[src/rtl/cache_mem_bridge_pkg.sv]
// Shared configuration for the cache line-transfer bridge: line geometry,
// address width, controller state encoding and address helpers.
`ifndef CACHE_LINE_SIZE
`define CACHE_LINE_SIZE 16
`endif
`ifndef MAX_BIT_POS
`define MAX_BIT_POS 31
`endif

package cache_mem_bridge_pkg;

  localparam int LINE_BYTES = `CACHE_LINE_SIZE;
  localparam int ADDR_W     = `MAX_BIT_POS + 1;
  localparam int BEATS      = LINE_BYTES / 4;
  localparam int BEAT_W     = (BEATS > 1) ? $clog2(BEATS) : 1;
  localparam int LINE_W     = LINE_BYTES * 8;

  typedef enum logic [1:0] {
    ST_IDLE = 2'd0,
    ST_WB   = 2'd1,
    ST_FILL = 2'd2,
    ST_DONE = 2'd3
  } state_t;

  // Clears the in-line offset bits; the line size is a power of two.
  function automatic logic [ADDR_W-1:0] line_align(input logic [ADDR_W-1:0] addr);
    return addr & ~ADDR_W'(LINE_BYTES - 1);
  endfunction

  // Word address of beat idx; OR is safe because the base is line aligned,
  // so the offset can never carry into the line address.
  function automatic logic [ADDR_W-1:0] word_addr(input logic [ADDR_W-1:0] base,
                                                  input logic [BEAT_W-1:0] idx);
    return base | ADDR_W'({idx, 2'b00});
  endfunction

endpackage

[src/rtl/cache_mem_bridge_line_word_mux.sv]
// Selects one 32-bit word of a cache line by beat index (little-endian:
// beat 0 is bits [31:0]).
module cache_mem_bridge_line_word_mux
  import cache_mem_bridge_pkg::*;
(
  input  logic [LINE_W-1:0] line,
  input  logic [BEAT_W-1:0] idx,
  output logic [31:0]       word
);

  // Word slice of the line addressed by the beat index.
  assign word = line[{idx, 5'd0} +: 32];

endmodule

[src/rtl/cache_mem_bridge.sv]
// Line-transfer engine between the data cache and a 32-bit memory bus.
// A dirty-victim writeback is always completed before the paired line fill
// is started; the fill data is assembled into fill_line beat by beat.
module cache_mem_bridge
  import cache_mem_bridge_pkg::*;
(
  input  logic              clk,
  input  logic              rst,
  input  logic              wb_req,
  input  logic [ADDR_W-1:0] wb_addr,
  input  logic [LINE_W-1:0] wb_line,
  output logic              wb_done,
  input  logic              fill_req,
  input  logic [ADDR_W-1:0] fill_addr,
  output logic [LINE_W-1:0] fill_line,
  output logic              fill_done,
  output logic              busy,
  output logic              mem_req,
  output logic              mem_we,
  output logic [ADDR_W-1:0] mem_addr,
  output logic [31:0]       mem_wdata,
  input  logic [31:0]       mem_rdata,
  input  logic              mem_ack
);

  state_t              state;
  logic [BEAT_W-1:0]   beat;
  logic [ADDR_W-1:0]   wb_base;
  logic [ADDR_W-1:0]   fill_base;
  logic [LINE_W-1:0]   wb_line_q;
  logic                pend_fill;

  logic                beat_ack;
  logic                beat_last;
  logic [BEAT_W-1:0]   beat_nxt;
  logic [LINE_W-1:0]   mux_line;
  logic [BEAT_W-1:0]   mux_idx;
  logic [31:0]         mux_word;

  assign beat_ack  = mem_req & mem_ack;
  assign beat_last = (beat == BEAT_W'(BEATS - 1));
  assign beat_nxt  = beat + BEAT_W'(1);

  // In IDLE the first write word comes straight from the request port;
  // afterwards the next beat's word comes from the latched victim line.
  assign mux_line = (state == ST_IDLE) ? wb_line : wb_line_q;
  assign mux_idx  = (state == ST_IDLE) ? '0 : beat_nxt;

  cache_mem_bridge_line_word_mux u_word_mux (
    .line (mux_line),
    .idx  (mux_idx),
    .word (mux_word)
  );

  // Controller FSM; every bus and handshake output is registered here.
  always_ff @(posedge clk) begin
    if (rst) begin
      state     <= ST_IDLE;
      beat      <= '0;
      mem_req   <= 1'b0;
      mem_we    <= 1'b0;
      wb_done   <= 1'b0;
      fill_done <= 1'b0;
      busy      <= 1'b0;
      mem_addr  <= '0;
      mem_wdata <= '0;
      fill_line <= '0;
    end else begin
      wb_done   <= 1'b0;
      fill_done <= 1'b0;
      case (state)
        ST_IDLE: begin
          beat <= '0;
          if (wb_req) begin
            wb_base   <= line_align(wb_addr);
            wb_line_q <= wb_line;
            pend_fill <= fill_req;
            fill_base <= line_align(fill_addr);
            state     <= ST_WB;
            busy      <= 1'b1;
            mem_req   <= 1'b1;
            mem_we    <= 1'b1;
            mem_addr  <= line_align(wb_addr);
            mem_wdata <= mux_word;
          end else if (fill_req) begin
            fill_base <= line_align(fill_addr);
            pend_fill <= 1'b0;
            state     <= ST_FILL;
            busy      <= 1'b1;
            mem_req   <= 1'b1;
            mem_we    <= 1'b0;
            mem_addr  <= line_align(fill_addr);
          end
        end

        ST_WB: begin
          if (beat_ack) begin
            if (beat_last) begin
              wb_done   <= 1'b1;
              beat      <= '0;
              mem_wdata <= '0;
              mem_we    <= 1'b0;
              if (pend_fill) begin
                // Request stays up: the fill's first read follows immediately.
                state    <= ST_FILL;
                mem_addr <= fill_base;
              end else begin
                state    <= ST_DONE;
                mem_req  <= 1'b0;
                mem_addr <= '0;
              end
            end else begin
              beat      <= beat_nxt;
              mem_addr  <= word_addr(wb_base, beat_nxt);
              mem_wdata <= mux_word;
            end
          end
        end

        ST_FILL: begin
          if (beat_ack) begin
            fill_line[{beat, 5'd0} +: 32] <= mem_rdata;
            if (beat_last) begin
              fill_done <= 1'b1;
              beat      <= '0;
              state     <= ST_DONE;
              mem_req   <= 1'b0;
              mem_addr  <= '0;
            end else begin
              beat     <= beat_nxt;
              mem_addr <= word_addr(fill_base, beat_nxt);
            end
          end
        end

        ST_DONE: begin
          // Requests are ignored here so the client can drop its level request.
          state <= ST_IDLE;
          busy  <= 1'b0;
        end

        default: begin
          state   <= ST_IDLE;
          busy    <= 1'b0;
          mem_req <= 1'b0;
        end
      endcase
    end
  end

endmodule

[config.mk]
export PLATFORM = sky130hd
export DESIGN_NAME = cache_mem_bridge
export DESIGN_NICKNAME = d
export VERILOG_FILES = /design/src/rtl/cache_mem_bridge_pkg.sv /design/src/rtl/cache_mem_bridge_line_word_mux.sv /design/src/rtl/cache_mem_bridge.sv
export SDC_FILE = /design/constraint.sdc
export NUM_CORES = 1
export LEC_CHECK = 0
export BUFFER_PORTS_ARGS = -buffer_cell sky130_fd_sc_hd__buf_2
export CORE_ASPECT_RATIO = 0.5
export CORE_MARGIN = 5
export CORE_UTILIZATION = 40
export DETAILED_ROUTE_END_ITERATION = 6
export GPL_ROUTABILITY_DRIVEN = 0
export GPL_TIMING_DRIVEN = 1
export PLACE_DENSITY = 0.78
export RECOVER_POWER = 25
export SYNTH_ARGS = -nofsm -noshare
export SYNTH_HDL_FRONTEND = slang
export SYNTH_SLANG_ARGS = --single-unit
[constraint.sdc]
create_clock -name clk -period 11.2 [get_ports clk]
set_input_delay 3.36 -clock clk [delete_from_list [all_inputs] [get_ports clk]]
set_output_delay 3.36 -clock clk [all_outputs]
set_load 0.05 [all_outputs]
# [Word-level counts from Yosys, hierarchy flattened]
# Index checks and enable logic that the tools add are counted.
[op_classes] eq_ne=12 addsub=2 bitwise=6 muxes=42 reduce_logical=19 n_shift=3
[op_table] cell="32-bit 2-to-1 mux" n=11
[op_table] cell="128-bit bitwise mux" n=1
[op_table] cell="128-bit 2-to-1 mux" n=1
[op_table] cell="32-bit by 9-bit variable shift with 128-bit output (first input constant)" n=1
[op_table] cell="128-bit by 8-bit variable part select with 32-bit output" n=1
[op_table] cell="32-bit by 9-bit variable part select with 128-bit output" n=1
[op_table] cell="32-bit case mux with 3 select lines" n=1
[op_table] cell="32-bit by 4-bit bitwise OR with 32-bit output" n=2
[op_table] cell="32-bit case mux with 2 select lines" n=1
[op_table] cell="2-bit 2-to-1 mux" n=9
[op_table] cell="1-bit 2-to-1 mux" n=13
[op_table] cell="2-bit != test (second input constant)" n=6
[op_table] cell="7-bit negator with 9-bit output" n=1
[op_table] cell="3-bit AND reduction" n=3
[op_table] cell="2-bit case mux with 4 select lines" n=1
[op_table] cell="4-bit AND reduction" n=2
[op_table] cell="2-bit nonzero test" n=4
[op_table] cell="7-bit AND reduction" n=1
[op_table] cell="2-bit == test (second input constant)" n=3
[op_table] cell="2-bit AND reduction" n=3
[op_table] cell="2-bit OR reduction" n=3
[op_table] cell="5-bit AND reduction" n=1
[op_table] cell="1-bit case mux with 2 select lines" n=2
[op_table] cell="2-bit case mux with 2 select lines" n=1
[op_table] cell="other kinds (9)" n=11
[totals] ff_bits=386 output_inout_bits=197 inputBits=229 wordCells=98

# [Depth between registers and ports, before layout]
# Gate-level depths: netlist of the first run.
[depth] depth_word=6 ltp_mapped=9

# [Modules after synthesis]
# From an unflattened synthesis of the first run, not the netlist that was laid out.
[hier_totals] hier_cells=1369 area_unflattened_um2=16359.4
[by_module_without_submodules] mod="cache_mem_bridge" cells_each=1330 seq_area_each_um2=9539.1 n_inst=1 area_each_um2=15544.9
[by_module_without_submodules] mod="cache_mem_bridge_line_word_mux" cells_each=39 seq_area_each_um2=0.0 n_inst=1 area_each_um2=814.5

# [Worst setup path after synthesis of the first run]
# OpenSTA, ideal clock, no wires.
[synth_path] path_kind="input to register" startpoint="input port wb_req" endpoint="register mem_wdata[10]" slack_ns=-0.234 required_time_ns=11.139 n_path_buf=3 path_stages=7 setup_ns=0.061 t_arrival_ns=11.374 path_cell_list="buf_2 -> nand2_1 -> nor2_1 -> and3_1 -> clkbuf_1 -> buf_2 -> a221o_1"
[synth_via] elab_chain_len=2
[synth_rtl] item="start: declaration" line="cache_mem_bridge.sv:9" text="input logic wb_req,"
[synth_rtl] item="2-bit != test (no source line)"
[synth_rtl] item="3-bit AND reduction (no source line)"
[synth_rtl] item="end signal: assignment" line="cache_mem_bridge.sv:84" text="mem_wdata <= mux_word;"
[synth_rtl] item="end signal: assignment" line="cache_mem_bridge.sv:115" text="mem_wdata <= mux_word;"
[synth_rtl] item="end: declaration" line="cache_mem_bridge.sv:21" text="output logic [31:0] mem_wdata,"
# No other way between the ends.
# A chain may end at the register's enable or synchronous reset.

# [Worst setup path in the final report of the first run]
[layout_path] startpoint="input port wb_req" endpoint="register mem_wdata[26]"
# The elaborated chain is that of the path after synthesis.

==> impl_summary.md, run 1 <==
GRT
The remaining global-route overflow is 0. The number of global-route vias before repair came to 11000. Entering global routing, the biggest net connects 97 pins. The number of antenna violations at the first check in global routing is 5. The first global-routing pass estimated 65600 um of wire.

Across every metal layer, demand over resource in global routing totals 20.2%.

Floorplanning
The horizontal die dimension is 281 um. From bottom edge to top edge, the die measures 146 um. The area of the die is 40900 um^2. The initialized floorplan defines 49 standard-cell rows. The core region is 36100 um^2. The number of top-level design ports is 426. The starting utilization of the core area is 40.7%.

Timing
The number of slew-limit violations in the final report is 49. Setup slack closes at 3.48 ns. The maximum clock rate is 130 MHz.

The final critical path takes up 68.9% of the cycle. Setup violations remaining at the end of the flow were counted as 0. The worst clock skew is 0.0262 ns. Subtracting the final worst setup slack from the clock period gives 7.72 ns.

In this run the tightest slew margin relative to its limit is -74.2%. Setup repair after global routing left no endpoint under its margin. After routing, the total negative slack on setup checks comes to 0 ns. The tightest hold path in the finished design has a slack of 0.446 ns. For the pin with the worst max-slew slack, the measured transition is 2.61 ns. The final number of hold-violating endpoints is 0.

Placed design
The placed wire-length estimate after detailed placement is 29500 um. In this run the tool buffered the top-level ports with 415 buffer cells. The cell area after placement is 17100 um^2. Once placement completed, the tool counted placed cells totaling 1997. The worst slack after detailed placement is 4.50 ns.

Yosys
The portion of synthesized cell area occupied by the leading cell type is 37.8%. The count of cell types in the netlist is 54. In the synthesized netlist, the cells that appear most often are dfxtp_1, edfxtp_1, nand2_1. The library cell occupying the most area in the post-synthesis netlist is edfxtp_1. In the synthesized netlist the async set-or-reset flop fraction comes to 0%. For this run, the register share of the synthesized area comes to 64.9%. After synthesis, the cell types taking the most area are edfxtp_1, dfxtp_1, mux4_2, nand3_1, nand2_1. Dividing the synthesized area by the synthesized cell count gives 12.6 um^2. Among all cell types in the netlist, the one instantiated most often is dfxtp_1. During synthesis, Yosys emitted a total of 0 warnings. The mapped netlist covers 14700 um^2. The number of enable flip-flop cells after synthesis is 185. For this run, the leading register cell type out of synthesis is dfxtp_1. After synthesis the netlist holds a flip-flop and latch count of 384.

Synthesis produced 1170 cells.

Drt
The first detailed-routing pass ran for 5 iterations. The wire length per cell is 20.9 um. Across all layers, the routed design uses 11200 vias.

The count of nets left with antenna violations once routing finished came out at 0. The average via count per standard cell is 5.40. The number of DRC markers after the initial detailed-route iteration is 1027. The number of DRC violations after detailed routing is 0.

After detailed routing, the total wire length is 43300 um.

Critical path
The type of the worst setup path is input pin to flip-flop. Along the worst path, the maximum fanout reaches 65. The worst setup path is launched from an input pin. The required time of the critical path is 11.66 ns. The critical path data arrival time is 8.18 ns.

The capturing element type of the critical path is a flip-flop. The number of cells on the worst reg-to-reg path is 8.

Job
The max-cap check violation count is 1.

Clock tree
Buffers added to address setup during post-CTS repair amount to 0. The maximum level of the CTS H-tree is 2. The CTS buffer count is 36. The post-cts gate resize count is 0. The clock insertion delay at the later pin of the skew report is 0.53 ns. The root buffer cell chosen for the clock tree is clkbuf_16.

The quantity of hold-fixing buffers added after cts is 0. The TritonCTS clock tree is done. Counting along the longest clock path gives a buffer depth of 3.

The clock slew at the register clock pins of the worst setup and hold paths is 0.07 ns. The number of sinks on the clock net is 384.

Hold path
The worst hold path stage count is 2. The path type of the worst min-delay path is flip-flop to flip-flop.

Cells and area
Cells fill 50.5% of the core in the end. The synthesis-to-finish area growth is 24.0%. The finished cells cover 18200 um^2. After the flow finishes, the layout carries non-filler instances totaling 2067. The layout net count is 1792. Cells with a size suffix above 1 make up 30.9% of the layout.

Power and ir drop
The leakage power figure is 7.09 nW. For this design the ratio of total power to cell area is 223 nW/um^2. Across the VDD grid, the largest voltage drop is 0.140 mV.

The overall power consumption is 4.07 mW.

Outcome
The flow ran to the end, but the final reports show violations. The final reports fail on capacitance limit, slew limit.
[flip-flops by register name, summed over array words and instances (netlist names)]
signal,count
fill_line,128
busy,1
pend_fill,1
beat,2
wb_done,1
wb_line_q,128
fill_done,1
wb_base,28
mem_we,1
fill_base,28
mem_addr,30
mem_req,1
mem_wdata,32
state,2
[power by group]
group	internal (mW)	switching [mW]	leakage (nW)
registers	1.67	0.0701	3.33
clock network	0.677	0.544	0.571
logic	0.339	0.771	3.19
[logic make-up after synthesis]
| kind of cell | share of synthesized area [%] |
|---|---|
| flip-flops | 64.9 |
| AND/OR/NAND/NOR | 11.4 |
| AO/OA/AOI/OAI | 12.9 |
| buffers and inverters | 3.90 |
| multiplexers | 5.99 |
| adder cells (fa/ha/maj) | 1.02 |
| other | 0.0255 |
[metal layers]
| metal | global-route usage [%] | up-vias | share of wire (%) |
|---|---|---|---|
| met5 | 0 | - | 0 |
| met4 | 10.4 | 0 | 5.4 |
| met3 | 3.21 | 124 | 5.3 |
| met2 | 34.7 | 420 | 52 |
| met1 | 24.7 | 5467 | 38 |
| li1 | - | 5149 | - |
[placed cells by master, fill, tap and decap left out, drive strengths merged, types with 5 or more instances in the layout]
cell    Yosys  layout
buf        48     381
a211oi     15      15
mux2i      16      16
ha         12      12
inv        19      20
clkbuf     49     103
nor2       16      16
nor2b      50      50
a221o      46      46
diode       0       5
edfxtp    185     185
a21oi     104     104
a22o       28      28
o21ai      17      17
clkinv      1      16
nand2     141     141
o31ai      15      15
and2        6       6
a221oi     14      14
a32o       14      14
nand3     115     115
dfxtp     199     199
mux4       32      32
[layout make-up]
class / instances / area [um^2]
antenna: 5 / 12.5
inverter: 20 / 75.1
clock inverter: 20 / 180
clock buffer: 45 / 985
tap: 484 / 606
fill: 3183 / 17900
timing repair buffer: 439 / 2180
sequential: 384 / 9540
multi-input combinational: 670 / 4650
[path summary, 6_finish.rpt]
kind / start / to / slack [ns]
hold / removal: fill_line[84] / fill_line[84] / 0.45
setup / recovery: wb_req / mem_wdata[26] / 3.48
setup reg to reg: state[0] / mem_wdata[26] / 7.65
hold reg to reg: fill_line[84] / fill_line[84] / 0.45
[worst max-delay path, cell delays in order]
cell	delay, ns
buf_2	0.07
clkbuf_1	1.85
nand2_1	0.35
nor2_4	0.82
buf_4	0.78
and3_1	0.28
buf_4	0.40
a221o_1	0.23
Power figures use the tool's default switching activity.
==> inputs of run 2 (changes only) <==
Clock period 11.2 ns to 6.6 ns, I/O delays scaled along.
==> run 2 against run 1 <==
The run now ends clean. Global-route usage up 0.25 points. Register-to-register slack worse by 4.5 ns. Sequential power rose by 70%. Core utilization down 0.30 points. Critical endpoint is now mem_addr[18]. Largest power group unchanged. Highest routed layer is now met5.
==> impl_summary.md, run 2 (same netlist as run 1, synthesis figures left out) <==
Cells and area
The area used by multi-input combinational logic is 4650 um^2. The layout net count is 1787. The count of fill cells added during filler insertion is 3156.

The share of layout cells above drive strength 1 is 30.0%. Leaving out fill and tap cells, the most frequent cells in the layout are buf_2, dfxtp_1, edfxtp_1. The area growth from synthesis to layout is 23.2%. The area of all placed cells without fillers is 18100 um^2. The sequential standard cell area is 9540 um^2. The post-layout utilization of the core is 50.2%.

The most frequent standard cell in the layout excluding fill and tap cells is buf_2. The largest registers in the layout are fill_line x128, wb_line_q x128, mem_wdata x32.

Clock tree
TritonCTS built the clock tree. The clock insertion delay at the later pin of the skew report is 0.53 ns. Clock-pin slew was measured on the worst setup and hold paths at 0.07 ns. The tree is rooted in a clkbuf_16.

The clock tree synthesis step divided the H-tree into 2 levels. In this run the post-CTS setup repair buffer count came out at 0. The post-cts gate resize count is 0. The maximum buffer depth of the clock tree is 3. CTS saw 384 sinks. After clock tree synthesis, the flow added hold-fix buffers numbering 0.

The CTS buffer count is 35.

Floorplanning
The initial utilization of the core area, before any placement, comes to 40.7%. The number of top-level design ports is 426. The floorplan step set the die width to 281 um. The die covers 40900 um^2. The floorplan step set the die height to 146 um. The floorplan has 49 rows. In this run the standard cell core region covers 36100 um^2.

Timing
The aggregate negative setup slack is 0 ns. At the pin with the least slew margin, the transition time is 1.24 ns. In this run the tightest slew margin relative to its limit is 16.9%. Static timing analysis puts the maximum clock frequency at 254 MHz. The part of the cycle the worst path needs is 59.8%. The final hold slack is 0.448 ns. The minimum clock period after layout is 3.94 ns. The number of slew-limit violations in the final report is 0. Setup repair after global routing left no endpoint under its margin.

The worst clock skew is 0.0260 ns. The final setup violation count is 0. The final number of hold-violating endpoints is 0.

Drt
In the routed layout, each cell is associated on average with a via count of 5.42. Dividing the detail-routed wire length by the instance count gives 21.3 um. Detailed routing inserted a total of 11200 vias. The routed design has 44000 um of wire. In this run the remaining antenna-violating nets after routing total 0. The number of DRC markers after the initial detailed-route iteration is 1083.

The first detailed-routing pass ran for 6 iterations. After detailed routing, the number of remaining DRC violations is 0.

GRT
The number of antenna violations at the first check in global routing is 9. The remaining global-route overflow is 0. The number of global-route vias before repair is 11000. Entering global routing, the biggest net connects 157 pins.

Across every metal layer, demand over resource in global routing totals 20.4%. The wire length of the first global-routing pass is 66000 um.

Critical path
The worst setup path is launched from an input pin. The critical path data arrival time is 4.40 ns. The depth of the worst register-to-register path is 6.

The critical path buffer and inverter count is 2. The slowest library cell on the worst path is nor2_1. Data on the critical path is required at its endpoint by 7.06 ns. The delay of the slowest critical-path stage is 0.95 ns. The kind of cell adding the most delay to the critical path is simple AND/OR/NAND/NOR gates. Traced cell by cell, the critical path runs through buf_2, buf_4, or3b_1, nand3_2, nor2_1, a32o_1. Of all nets on the critical path, the largest fanout is 48. The type of the worst setup path is input pin to flip-flop. The path length in cells of the critical path is 6. STA classifies the critical path endpoint as a flip-flop.

Job
The max-cap check violation count is 0.

Hold path
The worst hold path stage count is 2. The path type of the worst min-delay path is flip-flop to flip-flop.

Power and ir drop
The leakage power figure is 7.00 nW. The peak supply drop is 0.209 mV. The power density normalized to cell area is 375 nW/um^2.

Placed design
After detailed placement, the total cell area comes to 17100 um^2. The placed wire-length estimate after detailed placement is 29600 um. In this run the tool buffered the top-level ports with 415 buffer cells.

Outcome
The run finished with clean final reports.
run 2: worst reg2reg max path, stage by stage, from the launching register on:
cell	delay (ns)
dfxtp_2	0.33
buf_4	0.54
ha_1	1.09
nand2_2	0.28
nor3b_4	0.59
buf_4	0.36
a22o_1	0.19
run 2: layout make-up:
cell class	count	share of cell area (%)
Sequential cell	384	52.6
Multi-Input combinational cell	670	25.7
Timing Repair Buffer	435	11.9
Clock buffer	44	5.07
Tap cell	484	3.34
Clock inverter	19	0.815
Inverter	20	0.414
Antenna cell	8	0.110
run 2: power breakdown:
part / switching [mW] / internal [mW] / total [mW]
sequential: 0.118 / 2.83 / 2.95
clock: 0.901 / 1.04 / 1.94
combinational: 1.32 / 0.572 / 1.90
total: 2.34 / 4.45 / 6.79
run 2: per-stage QoR:
stage,instances,power (mW),worst slack [ns]
after floorplan,1171,4.36,1.11
after global placement,1993,4.85,2.19
after detailed placement,1993,4.89,2.19
after CTS,2056,6.84,2.73
after global routing,2064,7.08,2.52
final,2064,6.79,2.66
run 2: worst paths after layout:
| path | from | endpoint | slack, ns |
|---|---|---|---|
| setup / recovery | wb_req | mem_addr[18] | 2.66 |
| hold reg to reg | fill_line[86] | fill_line[86] | 0.45 |
| setup reg to reg | beat[0] | fill_line[111] | 3.13 |
| hold / removal | fill_line[86] | fill_line[86] | 0.45 |
run 2: layer usage:
layer	wire length (um)	share of wire [%]	vias to the layer above	global-route usage, %
met4	2400	5.5	2	10.5
met1	16900	38	5436	25.6
met5	13	0.030	-	0
met2	22000	50	494	34.4
li1	-	-	5131	-
met3	2670	6.1	126	3.38
==> inputs of run 3 (changes only) <==
Clock period 6.6 ns to 3.4 ns, I/O delays scaled along.
==> run 3 against run 2 <==
First-iteration DRC count down 15%. Worst setup slack got worse by 2.1 ns. Sequential power grew 94%. Flip-flop and latch count is the same. Total power grew 100%. Clock power grew 110%. Sequential share of layout area down 0.76 points. Critical path depth shrank 1. Combinational power increased by 96%. Clock skew fell by 0.0042 ns. Cell count rose by 0.44%. Hold slack lost 0.0018 ns.
==> impl_summary.md, run 3 (same netlist as run 1, synthesis figures left out) <==
Critical path
In this run the worst path has a maximum fanout of 17. The worst setup path is captured at a flip-flop. The kind of cell adding the most delay to the critical path is simple AND/OR/NAND/NOR gates. The delay of the slowest critical-path stage is 0.91 ns.

The setup path with the least slack is of type input pin to flip-flop. At the worst endpoint, the required time is 3.81 ns. The number of buffers and inverters on the critical path is 1. The critical path data arrival time is 3.30 ns. On the critical path, the stage with the largest delay is an instance of clkbuf_1. Traced cell by cell, the critical path runs through clkbuf_1, or3b_1, nand3_2, or2_1, o31ai_1.

The worst setup path is launched from an input pin.

Clock tree
The TritonCTS clock tree is done. The quantity of hold-fixing buffers added after cts is 0. In this run, post-CTS repair resized a total of 0 instances. The number of sinks on the clock net is 384.

The number of setup buffers added after CTS is 0. Clock-pin slew was measured on the worst setup and hold paths at 0.06 ns. Counting the buffers created by CTS gives 36. In this run the deepest clock path goes through 3 buffers. The clock insertion delay at the later pin of the skew report is 0.53 ns. The library cell used as clock root buffer is clkbuf_16. The maximum level of the CTS H-tree is 2.

Floorplanning
The number of top-level design ports is 426. The horizontal die dimension is 281 um. For this configuration, the core starts out at a cell density of 40.7%. The area of the core is 36100 um^2.

The number of placement rows is 49. The floorplan step defined a die boundary enclosing 40900 um^2. The floorplan die height is 146 um.

Timing
The final setup slack of the worst path is 0.514 ns. Setup repair after global routing left no endpoint under its margin. Across the routed clock network, the largest skew measured is 0.0218 ns. The worst path needs 2.89 ns of the cycle, external delays included.

At the pin with the least slew margin, the transition time is 1.27 ns. The final setup violation count is 0. The final number of hold-violating endpoints is 0.

For this run, the top clock speed supported by timing is 347 MHz. The aggregate negative setup slack is 0 ns. The part of the cycle the worst path needs is 84.9%. The number of slew-limit violations in the final report was 0. In this run the tightest slew margin relative to its limit is 15.1%.

Power and ir drop
The peak supply drop is 0.422 mV. In this run the power density over the cells is 738 nW/um^2. The leakage power figure is 7.19 nW.

Drt
Across all layers, the routed design uses 11000 vias. Before antenna repair, the detailed router went through 5 iterations. The count of nets left with antenna violations after detail routing is 0. The detailed router finished its first iteration with 918 violations. In the routed design, unresolved DRC markers number 0. The wire length per cell is 20.4 um. Using the TritonRoute via totals, the vias-per-cell ratio works out to 5.30. Summed over all layers, the routed wires come to 42300 um.

Cells and area
The post-route netlist has 31.7% of its cells at a drive strength greater than 1. The layout net count is 1799. Relative to the synthesized area, the layout overhead comes to 25.0%. In the layout the commonest cells are buf_2, dfxtp_1, edfxtp_1. The largest registers in the layout are fill_line x128, wb_line_q x128, mem_wdata x32. Fill cells in the final layout number 3138. The number of standard cells in the layout, taps in and fillers out is 2073. Leaving out fill and tap cells, the most frequent cell in the layout is buf_2.

GRT
The total overflow left after global routing is 0. The number of antenna violations at the first check in global routing is 6. The wire length of the first global-routing pass is 63600 um. Entering global routing, the biggest net connects 92 pins. The global routing usage summed across all routing layers is 19.7%. The number of global-route vias before repair is 11000.

Hold path
The path class of the tightest hold or removal check is flip-flop to flip-flop.

Outcome
The run finished with clean final reports.

Placed design
The number of placed instances, taps included is 2004. The count of buffers added on input and output ports is 415. The placed wire-length estimate after detailed placement is 28600 um. The worst slack after detailed placement is 0.512 ns.

Job
The max-cap check violation count is 0.
[run 3: cell count changes in the layout (fill, tap and decap cells not counted), sizes merged]
cell / previous run / this run
diode: 8 / 5
bufinv: 1 / 3
clkinvlp: 3 / 0
clkinv: 15 / 9
clkbuf: 106 / 103
buf: 373 / 395
[run 3: final cells by class]
type	instances	area, um^2	share of cell area [%]
inverters	20	75.1	0.408
clock inverters	12	150	0.816
clock buffers	52	1040	5.67
repair buffers	446	2310	12.6
diodes	5	12.5	0.0680
multi-input cells	670	4650	25.3
well taps	484	606	3.29
flip-flops and latches	384	9540	51.9
[run 3: where the power goes]
part | total, mW | switching, mW | internal [mW]
logic | 3.73 | 2.53 | 1.20
registers | 5.73 | 0.230 | 5.50
clock network | 4.12 | 1.75 | 2.37
[run 3: path summary, 6_finish.rpt]
kind	startpoint	end	slack, ns	cells past startpoint
setup / recovery	wb_req	mem_addr[22]	0.51	5
hold / removal	mem_addr[15]	mem_addr[15]	0.45	2
setup reg to reg	beat[0]	fill_line[123]	0.53	6
hold reg to reg	mem_addr[15]	mem_addr[15]	0.45	2
[run 3: per-stage QoR]
step	util (%)	total power, mW	cell area [um^2]	hold WS (ns)
after floorplan	-	8.49	14800	0.526
after global placement	47.8	9.51	17300	0.430
after detailed placement	47.8	9.59	17300	0.434
after CTS	51.1	13.7	18400	0.448
after global routing	50.9	14.2	18400	0.462
final	50.9	13.6	18400	0.446
[run 3: metal layers]
metal | up-vias | share of wire [%] | GRT usage [%]
met5 | - | 0.031 | 0
met4 | 2 | 4.1 | 8.12
met3 | 102 | 5.9 | 3.54
met2 | 398 | 52 | 35.2
met1 | 5343 | 38 | 23.5
li1 | 5150 | - | -
[run 3: tightest hold or removal path: cells and delay by family (launching register included)]
family           cells  cell delay (ns)
flip-flops           1             0.32
AND/OR/NAND/NOR      1             0.05
AO/OA/AOI/OAI        1             0.05
